<file path="src/rtl/mem_port_arbiter.sv">
// mem_port_arbiter: lets the instruction-fetch path (read-only) and the
// data-memory path (read/write) share one single-port memory. Each access
// takes WAIT_STATES+1 ACCESS cycles followed by a one-cycle DONE that pulses
// the winner's ACK.
//
// Build option: define ROUND_ROBIN_EN to alternate grants on simultaneous
// requests. Left undefined, data always wins a tie against fetch.
module mem_port_arbiter #(
  parameter int AW          = 16,
  parameter int DW          = 16,
  parameter int WAIT_STATES = 1
) (
  input  logic          CLK,
  input  logic          RST_N,
  input  logic          I_REQ,
  input  logic [AW-1:0] I_ADDR,
  output logic          I_ACK,
  output logic [DW-1:0] I_RDATA,
  input  logic          D_REQ,
  input  logic          D_WE,
  input  logic [AW-1:0] D_ADDR,
  input  logic [DW-1:0] D_WDATA,
  output logic          D_ACK,
  output logic [DW-1:0] D_RDATA,
  output logic          MEM_EN,
  output logic          MEM_WE,
  output logic [AW-1:0] MEM_ADDR,
  output logic [DW-1:0] MEM_WDATA,
  input  logic [DW-1:0] MEM_RDATA,
  output logic          BUSY
);

  typedef enum logic [1:0] {
    IDLE   = 2'd0,
    ACCESS = 2'd1,
    DONE   = 2'd2
  } state_t;

  // The wait-state counter is 4 bits wide, so WAIT_STATES must stay in 0..15.
  localparam logic [3:0] WS_LOAD = 4'(WAIT_STATES);

  state_t        state_reg;
  logic [3:0]    cnt_reg;
  logic          grant_d_reg;   // 1 = data port owns the current transaction
  logic [AW-1:0] addr_reg;
  logic [DW-1:0] wdata_reg;
  logic [DW-1:0] rdata_reg;
  logic          mem_en_reg;
  logic          mem_we_reg;    // doubles as the latched write flag during ACCESS
  logic          i_ack_reg;
  logic          d_ack_reg;
  logic          busy_reg;
  logic          pick_d;        // arbitration result, only meaningful in IDLE

`ifdef ROUND_ROBIN_EN
  logic last_grant_reg;         // 1 = data was granted last

  // On a tie, grant whoever did not win last time; a lone request always wins.
  always_comb begin
    pick_d = D_REQ && !(I_REQ && last_grant_reg);
  end
`else
  // Fixed priority: any data request beats a fetch request.
  always_comb begin
    pick_d = D_REQ;
  end
`endif

  // Transaction sequencer: latches the winner in IDLE, holds the memory
  // interface for the ACCESS window, then pulses the ACK for one DONE cycle.
  always_ff @(posedge CLK) begin
    if (!RST_N) begin
      state_reg   <= IDLE;
      cnt_reg     <= 4'd0;
      grant_d_reg <= 1'b0;
      addr_reg    <= '0;
      wdata_reg   <= '0;
      rdata_reg   <= '0;
      mem_en_reg  <= 1'b0;
      mem_we_reg  <= 1'b0;
      i_ack_reg   <= 1'b0;
      d_ack_reg   <= 1'b0;
      busy_reg    <= 1'b0;
`ifdef ROUND_ROBIN_EN
      last_grant_reg <= 1'b1;
`endif
    end else begin
      case (state_reg)
        IDLE: begin
          i_ack_reg <= 1'b0;
          d_ack_reg <= 1'b0;
          if (I_REQ || D_REQ) begin
            state_reg   <= ACCESS;
            grant_d_reg <= pick_d;
            addr_reg    <= pick_d ? D_ADDR : I_ADDR;
            // A fetch never writes, so its write data is forced to zero.
            wdata_reg   <= pick_d ? D_WDATA : '0;
            mem_we_reg  <= pick_d && D_WE;
            mem_en_reg  <= 1'b1;
            busy_reg    <= 1'b1;
            cnt_reg     <= WS_LOAD;
`ifdef ROUND_ROBIN_EN
            last_grant_reg <= pick_d;
`endif
          end
        end

        ACCESS: begin
          if (cnt_reg == 4'd0) begin
            state_reg  <= DONE;
            mem_en_reg <= 1'b0;
            mem_we_reg <= 1'b0;
            // Reads capture memory data in the last ACCESS cycle; writes
            // leave the read-data register untouched.
            if (!mem_we_reg) begin
              rdata_reg <= MEM_RDATA;
            end
            i_ack_reg <= !grant_d_reg;
            d_ack_reg <= grant_d_reg;
          end else begin
            cnt_reg <= cnt_reg - 4'd1;
          end
        end

        DONE: begin
          state_reg <= IDLE;
          i_ack_reg <= 1'b0;
          d_ack_reg <= 1'b0;
          busy_reg  <= 1'b0;
        end

        default: begin
          state_reg <= IDLE;
        end
      endcase
    end
  end

  assign MEM_EN    = mem_en_reg;
  assign MEM_WE    = mem_we_reg;
  assign MEM_ADDR  = addr_reg;
  assign MEM_WDATA = wdata_reg;
  assign I_ACK     = i_ack_reg;
  assign D_ACK     = d_ack_reg;
  assign I_RDATA   = rdata_reg;
  assign D_RDATA   = rdata_reg;
  assign BUSY      = busy_reg;

endmodule

</file>
<file path="config.mk">
export PLATFORM = sky130hd
export DESIGN_NAME = mem_port_arbiter
export DESIGN_NICKNAME = d
export VERILOG_FILES = /design/src/rtl/mem_port_arbiter.sv
export SDC_FILE = /design/constraint.sdc
export NUM_CORES = 1
export LEC_CHECK = 0
export ABC_AREA = 1
export CORE_MARGIN = 2
export CORE_UTILIZATION = 56
export DETAILED_ROUTE_END_ITERATION = 6
export DONT_BUFFER_PORTS = 1
export GPL_TIMING_DRIVEN = 0
export HOLD_SLACK_MARGIN = 0.08
export MAX_ROUTING_LAYER = met4
export PLACE_DENSITY = 0.81
export SLEW_MARGIN = 40
export SYNTH_ARGS = -nofsm -noshare
export SYNTH_HDL_FRONTEND = slang
export SYNTH_SLANG_ARGS = --single-unit
export TNS_END_PERCENT = 20
</file>
<file path="constraint.sdc">
create_clock -name CLK -period 1.57 [get_ports CLK]
set_clock_uncertainty 0.15 [all_clocks]
set_input_delay 0.157 -clock CLK [delete_from_list [all_inputs] [get_ports CLK]]
set_output_delay 0.157 -clock CLK [all_outputs]
set_load 0.005 [all_outputs]
</file>
==> summary.md <==
| Metric | Value |
|---|---|
| Max Fclk | 650 MHz |
| Endpoints failing setup | 0 |
| CTS tree | done |
| Pre-Repair DR Iteration Count | 5 |
| I/O Pins | between 100 and 150 |
| Arrival @ worst endpoint | 1.62 ns |
| Req. time, crit path | 1.65 ns |
| Layout fillers | 307 |
| DIE HEIGHT | 73.0 µm |
| Vias in the first global route | ~2700 |
| Clk buf depth | 2 |
| Share of cells above drive strength 1 | 0.136 |
| Count of cell types in the netlist | 24 |
| Max FO, Critical Path | 1 |
| Full die area | 0.00533 mm² |
| Worst-skew pair later-pin latency | roughly 0.33 ns |
| Global-route wire length before repair | about 12000 µm |
| Clock Pin Slew Worst Setup and Hold Paths | 0.07 ns |
| Post-route antenna net violation count | 0 |
| Largest net degree at the start of global routing | 12 |
| Gpl congestion | 0.774 |
| Syn Inst Count | 371 |
| Crit path kind | input pin to register |
| GRT overflow | 0 |
| PnR worst setup slack | between 0.03 and 0.04 ns |
| Synth area leader | dfxtp_1 |
| Worst-Margin Slew | 0.486 ns |
| Syn avg cell area | 7.18 µm² |
| Final hold vios | 0 |
| Startpoint Class | input pin |
| Max-slew violations | 0 |
| Register Area | between 0.001 and 0.0015 mm² |
| Drt via density | 5.36 |
| Status | finished, final reports clean |
| Antenna violations before repair | 0 |
| Antenna diodes | 0 |
| Relative slew slack | 0.676 |
| Footprint of the multi-input gates | 0.00123 mm² |
| CTS root buffer | clkbuf_8 |
| Cell count after placement | 425 |
| Mapped Area | 0.00267 mm² |
| Synth warn | 0 |
| Nets | 522 |
| Initial Util | 0.572 |
| CTS Buf Count | 9 |
| # DRC | 0 |
| Register area share after synthesis | 0.451 |
| 1st-iter DRT viols | 148 |
| Synth top area cells | dfxtp_1, nand2_1, nor2_1, buf_4, nand3b_1 |
| Worst Hold Class | input pin to register |
| Area Overhead vs Synth | 38.3% |
| Unrepaired setup endpoints after global routing | yes |
| Period utilisation layout | 0.979 |
| Per-cell routed wire length | 15.7 µm |
| Die width | 73.0 µm |
| Peak supply drop | 0.676 mV |
| Clk sinks | 60 |
| Final wirelength | 8020 µm |
| H-Tree Depth | 3 |
| Post-synth net total | about 440 |
| Row Count | 25 |
| Tmin final | 1.54 ns |
| Post-Layout Cell Count | ~500 |
| CP endpoint kind | register |
| Vias post-DR | 2736 |
| FF+latch count, synth | 60 |
| Top cell type's share of synthesized area | 0.451 |
| DP Worst Slack | -0.126 ns |
| All-Layer GR Usage | 0.314 |
| LEAKAGE | 1.63 nW |
| Max-Cap Viols | 0 |
| Number of port buffers | 0 |
| DP Wirelength | 4290 µm |
| Power Density | 1310 mW/mm² |
| Area of the core | about 0.0047 mm² |
per-stage QoR:
step	utilization	total power [mW]	hold slack, ns	setup TNS [ns]	area (µm²)
after floorplan	-	2.72	0.154	0	2670
after global placement	0.586	2.89	0.157	-0.660	2730
after detailed placement	0.586	2.92	0.161	-1.06	2730
after CTS	0.781	4.72	0.0817	0	3640
after global routing	0.791	5.06	0.100	-0.0199	3690
final	0.791	4.81	0.0783	0	3690
final cells by class:
type	count	area share
timing repair buffer	69	0.185
multi-input combinational	267	0.333
tap	54	0.0183
inverter	10	0.0102
clock buffer	9	0.0336
clock inverter	7	0.0312
buffer	34	0.0614
sequential	60	0.327
layer usage:
layer  up-vias  share of wire  routed length, µm  global-route usage
met4         0          0.031                247               0.148
met2       164           0.50               3990               0.522
met5         -              0                  0                   -
met3        29          0.095                762               0.106
li1       1308              -                  -                   -
met1      1235           0.38               3020               0.334
final timing paths:
path / slack, ns / startpoint / endpoint / cells past startpoint
setup / recovery: 0.03 / I_ADDR[10] / MEM_ADDR[10] / 6
setup reg to reg: 0.04 / state_reg[1] / MEM_WDATA[9] / 6
hold / removal: 0.08 / I_REQ / MEM_ADDR[2] / 4
hold reg to reg: 0.34 / MEM_WDATA[2] / MEM_WDATA[2] / 2
cells by family (layout without fill, tap and decap cells):
logic type,after synthesis,in the layout,synth area share
AOI/OAI and AO/OA,42,42,0.0803
and+or+nand+nor,223,223,0.364
buffers and inverters,44,129,0.0958
adders and majority gates,2,2,0.00939
DFF,60,60,0.451
synth_stat cells, drive strengths merged:
cell type,n
nand3b,17
dfxtp,60
ha,2
inv,10
buf,29
nor2,86
a21oi,24
nand2,113
o21ai,18
nand4,1
nand3,6
clkbuf,5
critical path, stage by stage:
cell and delay, ns:
dlygate4sd3_1 0.57, nand2_1 0.10, nand2_1 0.06, dlygate4sd3_1 0.56, nor2_1 0.11, nor2_1 0.05
layout by cell type (no fill, tap or decap), drive strengths merged:
cell type and count:
a21oi 24, buf 31, bufinv 3, clkbuf 15, clkinv 2, clkinvlp 2, dfxtp 60, dlygate4sd3 66
ha 2, inv 10, nand2 113, nand3 6, nand3b 17, nand4 1, nor2 86, o21ai 18
what timing repair did:
item | CTS | global route
hold buffers | 66 | 0
buffers inserted | 1 | 2
gates cloned | 0 | 0
hold endpoints to repair | 52 | 0
gates resized for setup | 1 | 13
pin swaps | 1 | 1
endpoints found under the setup margin | 12 | 34
power by group:
group          total (mW)  switching, mW  internal [mW]
sequential           1.96          0.210           1.75
clock                1.67          0.624           1.05
combinational        1.18          0.641          0.541
total                4.81           1.48           3.34
No activity file was read; power rests on OpenSTA's default activity.
